===== src/rtl/fruit_motion.sv =====
// Single-fruit trajectory engine: accepts a launch descriptor, moves the fruit
// once per frame under constant gravity and flags when it leaves the playfield.
module fruit_motion #(
  parameter int SCREEN_W = 1024,
  parameter int SCREEN_H = 768,
  parameter int GRAVITY  = 1,
  parameter int MAX_FALL = 15
) (
  input  logic        clk_in,
  input  logic        rst_in,
  input  logic        frame_tick_in,
  input  logic        launch_valid_in,
  output logic        launch_ready_out,
  input  logic [10:0] x_start_in,
  input  logic [2:0]  x_vel_in,
  input  logic [4:0]  y_vel_in,
  input  logic        x_direction_neg_in,
  input  logic        slice_in,
  output logic [10:0] x_pos_out,
  output logic [10:0] y_pos_out,
  output logic        active_out,
  output logic        sliced_out,
  output logic        done_out
);

  // state | meaning
  // IDLE  | waiting for a launch descriptor
  // FLY   | whole fruit in flight
  // HIT   | sliced fruit, still falling
  typedef enum logic [1:0] {IDLE, FLY, HIT} state_t;

  localparam logic signed [12:0] GRAV13 = 13'(GRAVITY);
  localparam logic signed [12:0] FALL13 = 13'(-MAX_FALL);
  localparam logic signed [12:0] W13    = 13'(SCREEN_W);
  localparam logic signed [12:0] H13    = 13'(SCREEN_H);

  state_t             state;
  logic [10:0]        x_pos;
  logic [10:0]        y_pos;
  logic signed [5:0]  vy;
  logic [2:0]         vx;
  logic               dir;
  logic               sliced;
  logic               done;

  logic signed [12:0] x_ext;
  logic signed [12:0] vx_ext;
  logic signed [12:0] y_ext;
  logic signed [12:0] vy_ext;
  logic signed [12:0] x_n;
  logic signed [12:0] y_n;
  logic signed [12:0] vy_dec;
  logic signed [5:0]  vy_n;
  logic               exit_hit;

  always_comb begin
    x_ext    = signed'({2'b00, x_pos});
    vx_ext   = signed'({10'b0, vx});
    y_ext    = signed'({2'b00, y_pos});
    vy_ext   = {{7{vy[5]}}, vy};
    x_n      = dir ? (x_ext - vx_ext) : (x_ext + vx_ext);
    y_n      = y_ext - vy_ext;
    vy_dec   = vy_ext - GRAV13;
    vy_n     = (vy_dec < FALL13) ? signed'(FALL13[5:0]) : signed'(vy_dec[5:0]);
    exit_hit = (x_n < 13'sd0) || (x_n >= W13) || (y_n >= H13);
  end

  always_ff @(posedge clk_in or negedge rst_in) begin
    if (!rst_in) begin
      state  <= IDLE;
      x_pos  <= '0;
      y_pos  <= '0;
      vy     <= '0;
      vx     <= '0;
      dir    <= 1'b0;
      sliced <= 1'b0;
      done   <= 1'b0;
    end else begin
      done <= 1'b0;
      case (state)
        IDLE: begin
          if (launch_valid_in) begin
            state  <= FLY;
            x_pos  <= x_start_in;
            y_pos  <= 11'(SCREEN_H - 1);
            vy     <= signed'({1'b0, y_vel_in});
            vx     <= x_vel_in;
            dir    <= x_direction_neg_in;
            sliced <= 1'b0;
          end
        end
        FLY, HIT: begin
          if (frame_tick_in) begin
            if (exit_hit) begin
              // exit wins over a coincident slice, but the slice is still recorded
              state <= IDLE;
              done  <= 1'b1;
              if (state == FLY && slice_in) sliced <= 1'b1;
            end else begin
              x_pos <= x_n[10:0];
              y_pos <= y_n[10:0];
              if (state == FLY && slice_in) begin
                state  <= HIT;
                sliced <= 1'b1;
                vx     <= '0;
                vy     <= vy_n[5] ? vy_n : 6'sd0;
              end else begin
                vy <= vy_n;
              end
            end
          end else if (state == FLY && slice_in) begin
            state  <= HIT;
            sliced <= 1'b1;
            vx     <= '0;
            vy     <= vy[5] ? vy : 6'sd0;
          end
        end
        default: state <= IDLE;
      endcase
    end
  end

  assign launch_ready_out = (state == IDLE);
  assign active_out       = (state != IDLE);
  assign x_pos_out        = x_pos;
  assign y_pos_out        = y_pos;
  assign sliced_out       = sliced;
  assign done_out         = done;

endmodule


===== config.mk =====
export PLATFORM = sky130hd
export DESIGN_NAME = fruit_motion
export DESIGN_NICKNAME = d
export VERILOG_FILES = /design/src/rtl/fruit_motion.sv
export SDC_FILE = /design/constraint.sdc
export NUM_CORES = 1
export LEC_CHECK = 0
export ABC_AREA = 1
export BUFFER_PORTS_ARGS = -buffer_cell sky130_fd_sc_hd__buf_2
export CAP_MARGIN = 20
export CORE_MARGIN = 3
export CORE_UTILIZATION = 48
export DETAILED_ROUTE_END_ITERATION = 12
export PLACE_DENSITY = 0.82
export SYNTH_ARGS = -nofsm -noshare
export SYNTH_HDL_FRONTEND = slang
export SYNTH_SLANG_ARGS = --single-unit
export TNS_END_PERCENT = 50

===== constraint.sdc =====
create_clock -name clk_in -period 2.65 [get_ports clk_in]
set_input_delay 0.1325 -clock clk_in [delete_from_list [all_inputs] [get_ports clk_in]]
set_output_delay 0.1325 -clock clk_in [all_outputs]
set_load 0.05 [all_outputs]

# After elaboration in Yosys (flattened, before gate mapping)
# Cells that the tools add are included.
# Widths: inputs -> output; s select.
dict set report op_classes {
  reduce_logical 13
  order_cmp 4
  mux 34
  n_eq_ne 9
  addsub 4
}
# op n
set ops {}
lappend ops {{$mux 11} 6}
lappend ops {{$mux 6} 8}
lappend ops {{$pmux 11 s2} 2}
lappend ops {{$ge 13x11->1 const B} 1}
lappend ops {{$ge 13x12->1 const B} 1}
lappend ops {{$lt 13x1->1 const B} 1}
lappend ops {{$mux 13} 1}
lappend ops {{$sub 12x6->13} 1}
lappend ops {{$add 11x3->12} 1}
lappend ops {{$mux 3} 4}
lappend ops {{$pmux 6 s2} 1}
lappend ops {{$sub 11x3->12} 1}
lappend ops {{$ne 3x3->1 const B} 3}
lappend ops {{$mux 2} 4}
lappend ops {{$ne 2x2->1 const B} 4}
lappend ops {{$reduce_and 4->1} 2}
lappend ops {{$lt 7x5->1 const B} 1}
lappend ops {{$sub 6x2->7 const B} 1}
lappend ops {{$pmux 3 s2} 1}
lappend ops {{$reduce_and 3->1} 2}
lappend ops {{$mux 1} 5}
lappend ops {{$reduce_and 5->1} 1}
lappend ops {{$pmux 2 s2} 1}
lappend ops {{$reduce_bool 2->1} 2}
lappend ops {{other kinds (8)} 9}
dict set report totals {
  inputBits 25
  reg_bits 36
  out_inout_bits 26
}

# Logic depth before layout (Yosys ltp)
# Gate-level depths: netlist of the first run.
dict set report depth {
  word_depth 8
  depth_mapped 19
}

# Worst setup path after synthesis of the first run
# OpenSTA, ideal clock, no wires.
dict set report synth_timing {
  path_kind {register -> register}
  start {register x_pos[0] (netlist: x_pos_out[0])}
  end {register x_pos[1] (netlist: x_pos_out[1])}
  path_slack_ps 79
  period_less_slack_ps 2571
  stages_incl_launch_ff 20
  t_arrival_ps 2447
  setup_ps 123
  path_cell_list {dfrtp_1 -> inv_1 -> ha_1 -> inv_1 -> fa_1 -> nand2_1 -> nand2_1 -> nor2_1 -> nand2_1 -> o21ai_2 -> nand2_1 -> nand2_1 -> nand2_1 -> nor2_2 -> nand2_2 -> nand2_4 -> nand2_4 -> buf_6 -> nand2_1 -> o21ai_2}
}
dict set report synth_between {
  elab_chain_cells 7
  word_cells_on_any_way 12
  cone_classes {2 x add/sub; 2 x order compare; 1 x eq/ne; 4 x mux; 3 x reduce/logical}
}
# element line
set synth_rtl {}
lappend synth_rtl {{start, declared} 38} ;# logic [10:0] x_pos;
lappend synth_rtl {{start signal, assigned} 84} ;# x_pos <= x_start_in;
lappend synth_rtl {{start signal, assigned} 100} ;# x_pos <= x_n[10:0];
lappend synth_rtl {{$add 11x3->12 or $sub 11x3->12 (tied branches)} 61} ;# x_n = dir ? (x_ext - vx_ext) : (x_ext + vx_ext);
lappend synth_rtl {{$mux 13 (*)} 61}
lappend synth_rtl {{$lt 13x1->1 or $ge 13x12->1 (tied branches)} 65} ;# exit_hit = (x_n < 13'sd0) || (x_n >= W13) || (y_n >= H13);
lappend synth_rtl {{$logic_or 1x1->1 (2 in series)} 65}
lappend synth_rtl {{$ne 2x2->1 (no source line)} -}
lappend synth_rtl {{$reduce_and 4->1 (no source line)} -}
# Mark *: on every way between the ends. The rest lies on a longest branch, timed or not. The select of a mux whose other input is x is not followed.
# A chain may end at the register's enable or synchronous reset.

# Final worst setup path of the first run
dict set report layout_timing {
  start {register x_pos[0] (netlist: x_pos_out[0])}
  end {register y_pos[3] (netlist: y_pos_out[3])}
}
dict set report layout_between {
  elab_chain_cells 7
  word_cells_on_any_way 9
  cone_classes {2 x add/sub; 2 x order compare; 1 x eq/ne; 1 x mux; 3 x reduce/logical}
}
# element line
set layout_rtl {}
lappend layout_rtl {{$add 11x3->12 or $sub 11x3->12 (tied branches)} 61}
lappend layout_rtl {{$mux 13 (*)} 61}
lappend layout_rtl {{$lt 13x1->1 or $ge 13x12->1 (tied branches)} 65}
lappend layout_rtl {{$logic_or 1x1->1 (*) (2 in series)} 65}
lappend layout_rtl {{$ne 2x2->1 (no source line) (*)} -}
lappend layout_rtl {{$reduce_and 4->1 (no source line) (*)} -}
lappend layout_rtl {{end signal, assigned} 85} ;# y_pos <= 11'(SCREEN_H - 1);
lappend layout_rtl {{end signal, assigned} 101} ;# y_pos <= y_n[10:0];
lappend layout_rtl {{end, declared} 39} ;# logic [10:0] y_pos;
# Mark *: on every way between the ends. The rest lies on a longest branch, timed or not.

==> flow_metrics.py, run 1 <==
metrics = {
    "synthesis": {
        "yosysTopAreaCellShare_pct": 28.6,
        "synth-edff-count": 0,
        "synth.avg_cell_area_sq_um": 6.91,
        "syn_inst": 455,
        "ys_seq_area_share_pct": 28.6,
        "async_flop_share_pct": 100,
        "yosys.area.top_type": "dfrtp_1",
        "syn_nets": 505,
        "syn-cell-area_sq_mm": 0.00315,
        "synth-warning-count": 0,
        "synth_flop_cell": "dfrtp_1",
        "netlist_top_cells_area": "dfrtp_1 (29%), nand2_1 (18%), ha_1 (8.8%)",
        "ys_types": 34,
        "synth-seq-cells": 36,
    },
    "place": {
        "io_buffers": 50,
        "dp_hpwl_microns": 5690,
        "globalplace.congestion": 0.958,
        "dp_cells": 578,
    },
    "die": {
        "dieArea_sq_mm": 0.00756,
        "die_w_microns": 87.0,
        "die_h_microns": 87.0,
        "coreArea_sq_mm": 0.00613,
        "start_util_pct": 51.3,
        "row_count": 28,
        "pin_count": 51,
    },
    "cts": {
        "cts_buffer_depth": 2,
        "cts_tree": "done",
        "path_clk_slew_ns": 0.07,
        "numCtsBuffers": 5,
        "h-tree-depth": 2,
        "clock-sinks": 36,
        "cts_root_buffer": "clkbuf_8",
        "clock_latency_ns": 0.30,
    },
    "drt": {
        "vias": 3137,
        "wire_per_inst_microns": 13.4,
        "drt_wl_total_microns": 7900,
        "ant_nets": 0,
        "drt_iter0_markers": 191,
        "routed_via_density": 5.30,
        "first_pass_iters": 4,
        "remaining_drc_errors": 0,
    },
    "worst_hold_path": {
        "hp-class": "input port to flip-flop",
    },
    "critical_path": {
        "path_max_fanout": 5,
        "crit_arrival_ns": 2.77,
        "criticalPathCategory": "flip-flop to flip-flop",
        "critical_path_buf_inv_count": 3,
        "path_cells": "inv_1 -> ha_2 -> inv_2 -> fa_2 -> nand2_1 -> nand2_1 -> nor2_2 -> nand2_2 -> o21ai_2 -> nand2_1 -> nand2_2 -> nand2_2 -> nor2_2 -> nand2_2 -> nand2_4 -> nand2_8 -> clkbuf_16 -> nand2_1 -> o21ai_2",
        "end_kind": "flip-flop",
        "worst_setup_path_start_kind": "flip-flop",
        "max_stage_delay_ns": 0.41,
        "worst_path_max_delay_cell": "dfrtp_1",
        "cp.required_ns": 2.83,
        "critical_path.top_delay_family": "simple AND/OR/NAND/NOR gates",
    },
    "global_routing": {
        "grt_pass1_wl_microns": 12900,
        "track_usage_pct": 20.7,
        "grt_overflow": 0,
        "first_global_vias": 2895,
        "grt_max_degree": 37,
        "antenna_found_initial": 0,
    },
    "timing": {
        "tns_ns": 0,
        "fmax_mhz": 387,
        "slew_headroom_pct": 45.4,
        "fin_crit_ns": 2.58,
        "final_max_slew_viol_count": 0,
        "final-hold-violation-count": 0,
        "finalClockSkew_ns": 0.0117,
        "tightestPinTransition_ns": 0.819,
        "rsz0062_at_grt": "true",
        "fin_crit_sh_pct": 97.5,
        "setup_viol": 0,
        "hold_slack_ns": 0.0424,
    },
    "layout": {
        "final_cells": 592,
        "fin_nets": 566,
        "antenna_cells": 0,
        "synthToLayoutAreaGrowth_pct": 19.9,
        "fin_util_pct": 61.5,
        "num-fill-cells": 549,
        "drive_gt1_share_pct": 25.1,
    },
    "run_status": {
        "status": "completed",
    },
    "flow_run": {
        "cap_violations": 0,
    },
}
==> tightest hold or removal path, stage by stage <==
cell and delay [ns]:
buf_2 0.07, nand2_1 0.04, nand2_1 0.05
==> per-stage QoR <==
| stage | setup WS, ns | instance area (sq um) |
|---|---|---|
| 6_report | 0.0666 | 3770 |
| 5_1_grt | -0.0837 | 3770 |
| 3_3_place_gp | 0.124 | 3500 |
| 3_5_place_dp | 0.0970 | 3500 |
| 2_1_floorplan | 0.0793 | 3150 |
| 4_1_cts | 0.0700 | 3600 |
==> cell usage after synthesis (4+ instances only) <==
master,n
nand2_1,153
xor2_1,12
nand4_1,7
nand3_1,28
o21ai_0,23
nor2_1,27
dfrtp_1,36
buf_6,4
nand2_2,6
inv_1,58
mux2i_1,5
o21ai_2,21
a21oi_1,20
ha_1,22
==> metal layers <==
| layer | wire, microns | global-route usage (%) |
|---|---|---|
| met5 | 0 | 0 |
| met4 | 108 | 5.24 |
| met3 | 438 | 3.31 |
| met2 | 3810 | 34.7 |
| met1 | 3540 | 27.7 |
==> logic make-up (layout without fill, tap and decap cells) <==
kind of cell             count (synthesis)  in the layout  share of synthesized area, %
AND/OR/NAND/NOR                        235            235                          31.8
AO/OA/AOI/OAI                           71             71                          14.1
buffers and inverters                   70            132                          9.55
flip-flops                              36             36                          28.6
adder cells (fa/ha/maj)                 25             25                          10.7
XOR/XNOR                                13             13                          3.62
multiplexers                             5              5                          1.59
==> flip-flops by register name (all words and copies together), names as in the netlist <==
| name | count |
|---|---|
| dir | 1 |
| done_out | 1 |
| sliced_out | 1 |
| state | 2 |
| vx | 3 |
| vy | 6 |
| x_pos_out | 11 |
| y_pos_out | 11 |
==> cell type report <==
| type | count | area (sq um) | share of cell area (%) |
|---|---|---|---|
| clock buffer | 7 | 86.3 | 2.29 |
| clock inverter | 1 | 7.51 | 0.199 |
| inverter | 60 | 225 | 5.97 |
| multi-input combinational | 349 | 2020 | 53.6 |
| sequential | 36 | 902 | 23.9 |
| tap | 75 | 93.8 | 2.49 |
| timing repair buffer | 64 | 435 | 11.5 |
==> placed cells by master, fill, tap and decap left out, types with 20 or more instances in the layout <==
cell	netlist	layout
nor2_1	27	26
nand2_1	153	140
inv_1	58	55
o21ai_0	23	23
buf_2	0	50
nand3_1	28	26
ha_1	22	21
dfrtp_1	36	35
a21oi_1	20	20
o21ai_2	21	21
==> path summary, 6_finish.rpt <==
| check | from | endpoint | slack (ns) | depth (start not counted) |
|---|---|---|---|---|
| worst max-delay path | x_pos_out[0]$_DFFE_PN0P_ | y_pos_out[3]$_DFFE_PN0P_ | 0.07 | 19 |
| max in group asynchronous | rst_in | vy[0]$_DFFE_PN0P_ | 1.61 | 2 |
| worst min-delay path | x_vel_in[0] | vx[0]$_DFFE_PN0P_ | 0.04 | 3 |
| worst max register to register | x_pos_out[0]$_DFFE_PN0P_ | y_pos_out[3]$_DFFE_PN0P_ | 0.07 | 19 |
| worst min register to register | vy[1]$_DFFE_PN0P_ | vy[1]$_DFFE_PN0P_ | 0.48 | 2 |
| min in group asynchronous | rst_in | x_pos_out[6]$_DFFE_PN0P_ | 0.46 | 2 |
==> what timing repair did <==
action                                 CTS  global route
hold buffers                             1             0
gates resized for setup                  0            27
buffers inserted                         0             2
endpoints found under the hold margin   36             0
setup endpoints to repair                0            32
Power of run 1 is left out: the tool's default activity adds up to more than one toggle a clock period on the data nets, which glitch-free logic cannot reach.
==> run 2, diff against run 1 <==
--- a/config.mk
+++ b/config.mk
@@ -8,10 +8,14 @@
 export ABC_AREA = 1
 export BUFFER_PORTS_ARGS = -buffer_cell sky130_fd_sc_hd__buf_2
 export CAP_MARGIN = 20
+export CELL_PAD_IN_SITES_DETAIL_PLACEMENT = 0
+export CELL_PAD_IN_SITES_GLOBAL_PLACEMENT = 1
 export CORE_MARGIN = 3
-export CORE_UTILIZATION = 48
+export CORE_UTILIZATION = 41
+export CTS_CLUSTER_SIZE = 25
 export DETAILED_ROUTE_END_ITERATION = 12
-export PLACE_DENSITY = 0.82
+export PLACE_DENSITY = 0.93
+export SETUP_SLACK_MARGIN = 0.4
 export SYNTH_ARGS = -nofsm -noshare
 export SYNTH_HDL_FRONTEND = slang
 export SYNTH_SLANG_ARGS = --single-unit
==> run 2 against run 1 <==
  * Register-to-register slack hardly changed
  * Clock skew shrank 0.0028 ns
  * Routed wire length is 3.1% higher
  * Worst setup slack better by 0.0040 ns
  * Utilization fell by 5.7 points
  * Critical path depth increased by 1
  * Sequential share of layout area fell by 1.8 points
  * Global-route usage decreased by 1.6 points
  * Flip-flop and latch count stayed put
  * Largest cell class unchanged
  * Critical path type unchanged
  * Die area is 16% higher
==> flow_metrics.py, run 2 (synthesis gave the netlist of run 1 again) <==
metrics = {
    "cts": {
        "clock-sinks": 36,
        "path_clk_slew_ns": 0.08,
        "numCtsBuffers": 5,
        "h-tree-depth": 2,
        "cts_tree": "done",
        "cts_buffer_depth": 2,
        "cts_root_buffer": "clkbuf_8",
        "clock_latency_ns": 0.29,
    },
    "global_routing": {
        "first_global_vias": 3004,
        "antenna_found_initial": 0,
        "grt_overflow": 0,
        "grt_max_degree": 37,
        "grt_pass1_wl_microns": 13500,
        "track_usage_pct": 19.1,
    },
    "place": {
        "dp_hpwl_microns": 6010,
        "post-place-ws_ns": -0.0277,
        "dp_cells": 603,
        "io_buffers": 50,
        "globalplace.congestion": 0.879,
    },
    "timing": {
        "setup_viol": 0,
        "final_max_slew_viol_count": 0,
        "fin_crit_sh_pct": 97.3,
        "hold_slack_ns": 0.0424,
        "slew_headroom_pct": 43.8,
        "fin_crit_ns": 2.58,
        "finalWorstSetupSlack_ns": 0.0706,
        "final-hold-violation-count": 0,
        "finalClockSkew_ns": 0.00891,
        "fmax_mhz": 388,
        "rsz0062_at_grt": "true",
        "tightestPinTransition_ns": 0.843,
    },
    "drt": {
        "vias": 3123,
        "remaining_drc_errors": 0,
        "ant_nets": 0,
        "drt_iter0_markers": 117,
        "drt_wl_total_microns": 8150,
        "first_pass_iters": 4,
        "routed_via_density": 4.94,
        "wire_per_inst_microns": 12.9,
    },
    "layout": {
        "synthToLayoutAreaGrowth_pct": 30.0,
        "num-fill-cells": 709,
        "drive_gt1_share_pct": 32.3,
        "multi_input_area_sq_mm": 0.00218,
        "layout_common_cells": "nand2_1 (125), inv_1 (53), buf_2 (50), dfrtp_1 (34), nor2_1 (26)",
        "fin_nets": 582,
        "final_cells": 632,
        "regArea_sq_um": 903,
        "antenna_cells": 0,
        "layout_commonest_cell": "nand2_1",
    },
    "critical_path": {
        "path_max_fanout": 9,
        "path_cells": "inv_2 -> ha_4 -> inv_2 -> fa_2 -> nand2_1 -> nand2_1 -> nor2_2 -> nand2_1 -> o21ai_2 -> nand2_1 -> nand2_2 -> nand2_2 -> nor2_4 -> nand2_4 -> nand2_4 -> nand2_8 -> buf_12 -> buf_12 -> nand2_1 -> o21ai_2",
        "cp_common_cell": "nand2_1",
        "worst_setup_path_start_kind": "flip-flop",
        "cp.required_ns": 2.84,
        "critical_path_buf_inv_count": 4,
        "max_stage_delay_ns": 0.41,
        "worst_path_max_delay_cell": "dfrtp_2",
        "crit_arrival_ns": 2.77,
        "critical_path.top_delay_family": "simple AND/OR/NAND/NOR gates",
        "criticalPathCategory": "flip-flop to flip-flop",
        "end_kind": "flip-flop",
    },
    "die": {
        "die_h_microns": 93.6,
        "row_count": 31,
        "start_util_pct": 42.9,
        "die_w_microns": 93.6,
        "coreArea_sq_mm": 0.00733,
        "dieArea_sq_mm": 0.00876,
        "pin_count": 51,
    },
    "flow_run": {
        "cap_violations": 0,
    },
    "worst_hold_path": {
        "hp-class": "input port to flip-flop",
    },
    "run_status": {
        "status": "completed",
    },
}
[run 2: cell types whose count changed in the layout (fill, tap and decap cells not counted), moves of 2 or more]
cell       delta
inv_1         -2
buf_6         +2
nand2_1      -15
nand3_2       +4
buf_4        +13
nand2_2       +5
nand3_1       -5
clkinv_2      +2
buf_12        +3
clkbuf_16     -3
nand2_4       +8
inv_2         +2
nand2_8       +2
[run 2: layer usage]
layer,GRT usage (%),part of all wire [%]
met1,24.7,46
met2,32.3,48
met3,3.78,5.1
met4,5.29,1.0
met5,0,0
[run 2: layout make-up]
| type | count | area share [%] |
|---|---|---|
| clock buffers | 5 | 1.68 |
| multi-input cells | 349 | 53.3 |
| clock inverters | 3 | 0.459 |
| flip-flops and latches | 36 | 22.1 |
| repair buffers | 80 | 13.9 |
| inverters | 60 | 5.51 |
| well taps | 99 | 3.03 |
[run 2: worst paths after layout]
kind	from	to	slack, ns	cells after the start
setup reg to reg	x_pos_out[0]$_DFFE_PN0P_	x_pos_out[10]$_DFFE_PN0P_	0.07	20
min in group asynchronous	rst_in	x_pos_out[10]$_DFFE_PN0P_	0.48	2
setup / recovery	x_pos_out[0]$_DFFE_PN0P_	x_pos_out[10]$_DFFE_PN0P_	0.07	20
hold / removal	x_vel_in[1]	vx[1]$_DFFE_PN0P_	0.04	3
max in group asynchronous	rst_in	x_pos_out[0]$_DFFE_PN0P_	1.59	2
hold reg to reg	vy[1]$_DFFE_PN0P_	vy[1]$_DFFE_PN0P_	0.50	2
[run 2: repair_timing]
item                                    CTS  global route
endpoints found under the setup margin   34            34
hold endpoints to repair                 36             0
buffers inserted                         13             6
resized for setup                        17            47
hold buffers                              1             0
pin swaps                                10            18
cloned                                    1             0
[run 2: per-stage QoR]
step           TNS [ns]  instance area [sq um]  util (%)
6_report              0                   4090      55.8
5_1_grt          -0.893                   4090      55.8
4_1_cts               0                   3860      52.7
3_5_place_dp     -0.138                   3560      48.6
3_3_place_gp          0                   3560      48.6
2_1_floorplan         0                   3160         -
[run 2: worst reg2reg max path, cell delays in order (launching register included)]
cell	delay, ns
dfrtp_2	0.41
inv_2	0.07
ha_4	0.12
inv_2	0.04
fa_2	0.34
nand2_1	0.07
nand2_1	0.06
nor2_2	0.13
nand2_1	0.09
o21ai_2	0.15
nand2_1	0.08
nand2_2	0.08
nand2_2	0.07
nor2_4	0.13
nand2_4	0.06
nand2_4	0.09
nand2_8	0.08
buf_12	0.15
buf_12	0.13
nand2_1	0.07
o21ai_2	0.05
Power of run 2 is left out for the same reason.
==> run 3, diff against run 2 <==
--- a/config.mk
+++ b/config.mk
@@ -10,6 +10,7 @@
 export CAP_MARGIN = 20
 export CELL_PAD_IN_SITES_DETAIL_PLACEMENT = 0
 export CELL_PAD_IN_SITES_GLOBAL_PLACEMENT = 1
+export CORE_ASPECT_RATIO = 0.5
 export CORE_MARGIN = 3
 export CORE_UTILIZATION = 41
 export CTS_CLUSTER_SIZE = 25
==> run 3 against run 2 <==
  * Worst setup slack better by 0.024 ns
  * Routed wire length up 5.5%
  * Cell count down 0.95%
  * Worst hold slack better by 0.0083 ns
  * Via count up 0.22%
==> flow_metrics.py, run 3 (synthesis gave the netlist of run 1 again) <==
metrics = {
    "global_routing": {
        "grt_max_degree": 37,
        "grt_pass1_wl_microns": 14000,
        "grt.met1_usage_pct": 28.2,
        "track_usage_pct": 20.3,
        "use_met3_pct": 3.04,
        "use_met2_pct": 32.9,
        "first_global_vias": 2992,
        "busiest_layer": "met2",
        "antenna_found_initial": 0,
        "grt_overflow": 0,
    },
    "critical_path": {
        "reg2reg_from": "vx[0]$_DFFE_PN0P_",
        "end_kind": "flip-flop",
        "timing.rr.end": "x_pos_out[10]$_DFFE_PN0P_",
        "r2r_slack_ns": 0.09,
        "worst_setup_path_start_kind": "flip-flop",
        "crit_arrival_ns": 2.78,
        "path_max_fanout": 3,
        "criticalPathCategory": "flip-flop to flip-flop",
        "worstRegToRegCells": 16,
        "cp.required_ns": 2.87,
    },
    "layout": {
        "synthToLayoutAreaGrowth_pct": 31.0,
        "design_area_sq_mm": 0.00412,
        "fin_nets": 583,
        "drive_gt1_share_pct": 30.3,
        "layout_commonest_cell": "nand2_1",
        "layout_common_cells": "nand2_1 (130), inv_1 (53), buf_2 (50), dfrtp_1 (34), nor2_1 (26)",
        "num-fill-cells": 657,
        "antenna_cells": 0,
    },
    "drt": {
        "remaining_drc_errors": 0,
        "drt_wl_total_microns": 8600,
        "routed_via_density": 5.00,
        "wire_per_inst_microns": 13.7,
        "ant_nets": 0,
        "first_pass_iters": 4,
        "drt_iter0_markers": 213,
        "vias": 3130,
    },
    "die": {
        "row_count": 21,
        "coreArea_sq_mm": 0.00704,
        "start_util_pct": 44.7,
        "dieArea_sq_mm": 0.00882,
        "die_h_microns": 67.9,
        "pin_count": 51,
        "die_w_microns": 130,
    },
    "cts": {
        "numCtsBuffers": 5,
        "h-tree-depth": 2,
        "cts_root_buffer": "clkbuf_16",
        "clock_latency_ns": 0.29,
        "path_clk_slew_ns": 0.06,
        "cts_buffer_depth": 2,
        "clock-sinks": 36,
        "cts_tree": "done",
    },
    "worst_hold_path": {
        "hp-class": "input port to flip-flop",
        "worstHoldPathCells": 3,
        "min_to": "vx[2]$_DFFE_PN0P_",
        "worstHoldStart": "x_vel_in[2]",
    },
    "timing": {
        "final_max_slew_viol_count": 0,
        "final-hold-violation-count": 0,
        "finalClockSkew_ns": 0.00525,
        "fin_crit_ns": 2.56,
        "setup_viol": 0,
        "fin_crit_sh_pct": 96.4,
        "tightestPinTransition_ns": 0.849,
        "rsz0062_at_grt": "true",
        "fmax_mhz": 391,
        "slew_headroom_pct": 43.4,
    },
    "run_status": {
        "status": "completed",
    },
    "place": {
        "place_area_sq_mm": 0.00353,
        "globalplace.congestion": 0.860,
        "dp_hpwl_microns": 5850,
        "io_buffers": 50,
    },
    "flow_run": {
        "cap_violations": 0,
    },
}
==> run 3: final cells by class <==
class	count	area, sq um	area share (%)
Inverter	60	230	5.59
Clock buffer	8	146	3.55
Multi-Input combinational cell	349	2110	51.1
Tap cell	92	115	2.79
Sequential cell	36	903	21.9
Timing Repair Buffer	81	618	15.0
==> run 3: metrics by stage <==
stage               cells  setup TNS (ns)  utilization (%)  setup slack (ns)  hold slack, ns
floorplan             455               0                -             0.204          -0.163
global placement      596               0             50.1            0.0423           0.299
detailed placement    596               0             50.1            0.0168           0.298
CTS                   623               0             57.0             0.139          0.0498
global route          626           -1.18             58.5           -0.0731          0.0678
finish                626               0             58.5            0.0941          0.0507
==> run 3: critical path: stages, from the launching register on <==
cell and delay, ns:
dfrtp_1 0.43, ha_1 0.24, fa_1 0.40, nand2_1 0.08, nand2_1 0.09, nand2_1 0.13
o21ai_2 0.07, nand2_1 0.07, nand2_1 0.06, buf_4 0.14, buf_4 0.12, buf_4 0.12
buf_4 0.12, buf_4 0.12, a21oi_1 0.12, a21oi_1 0.07, o21ai_2 0.13
==> run 3: how the worst max path moves through the flow <==
stage                              from                   endpoint  slack [ns]  cells past startpoint
2_1_floorplan  x_pos_out[0]$_DFFE_PN0P_   x_pos_out[1]$_DFFE_PN0P_        0.20                     19
3_3_place_gp          vy[0]$_DFFE_PN0P_   y_pos_out[6]$_DFFE_PN0P_        0.04                     16
3_5_place_dp   y_pos_out[0]$_DFFE_PN0P_   y_pos_out[6]$_DFFE_PN0P_        0.02                     17
4_1_cts        y_pos_out[0]$_DFFE_PN0P_   y_pos_out[6]$_DFFE_PN0P_        0.14                     18
5_1_grt        x_pos_out[0]$_DFFE_PN0P_   y_pos_out[3]$_DFFE_PN0P_       -0.07                     20
6_report              vx[0]$_DFFE_PN0P_  x_pos_out[10]$_DFFE_PN0P_        0.09                     16
==> run 3: per-layer routing <==
metal	part of all wire [%]	wire, microns
met1	49	4230
met2	46	3970
met3	3.3	282
met4	1.4	118
met5	0	0
==> run 3: repair_timing <==
action                                  CTS  global route
cloned                                    4             0
pin swaps                                 7            12
hold buffers                              1             0
endpoints found under the setup margin   34            34
gates resized for setup                  30            24
endpoints found under the hold margin    17             0
buffers inserted                         14             3
Power of run 3 is left out for the same reason.
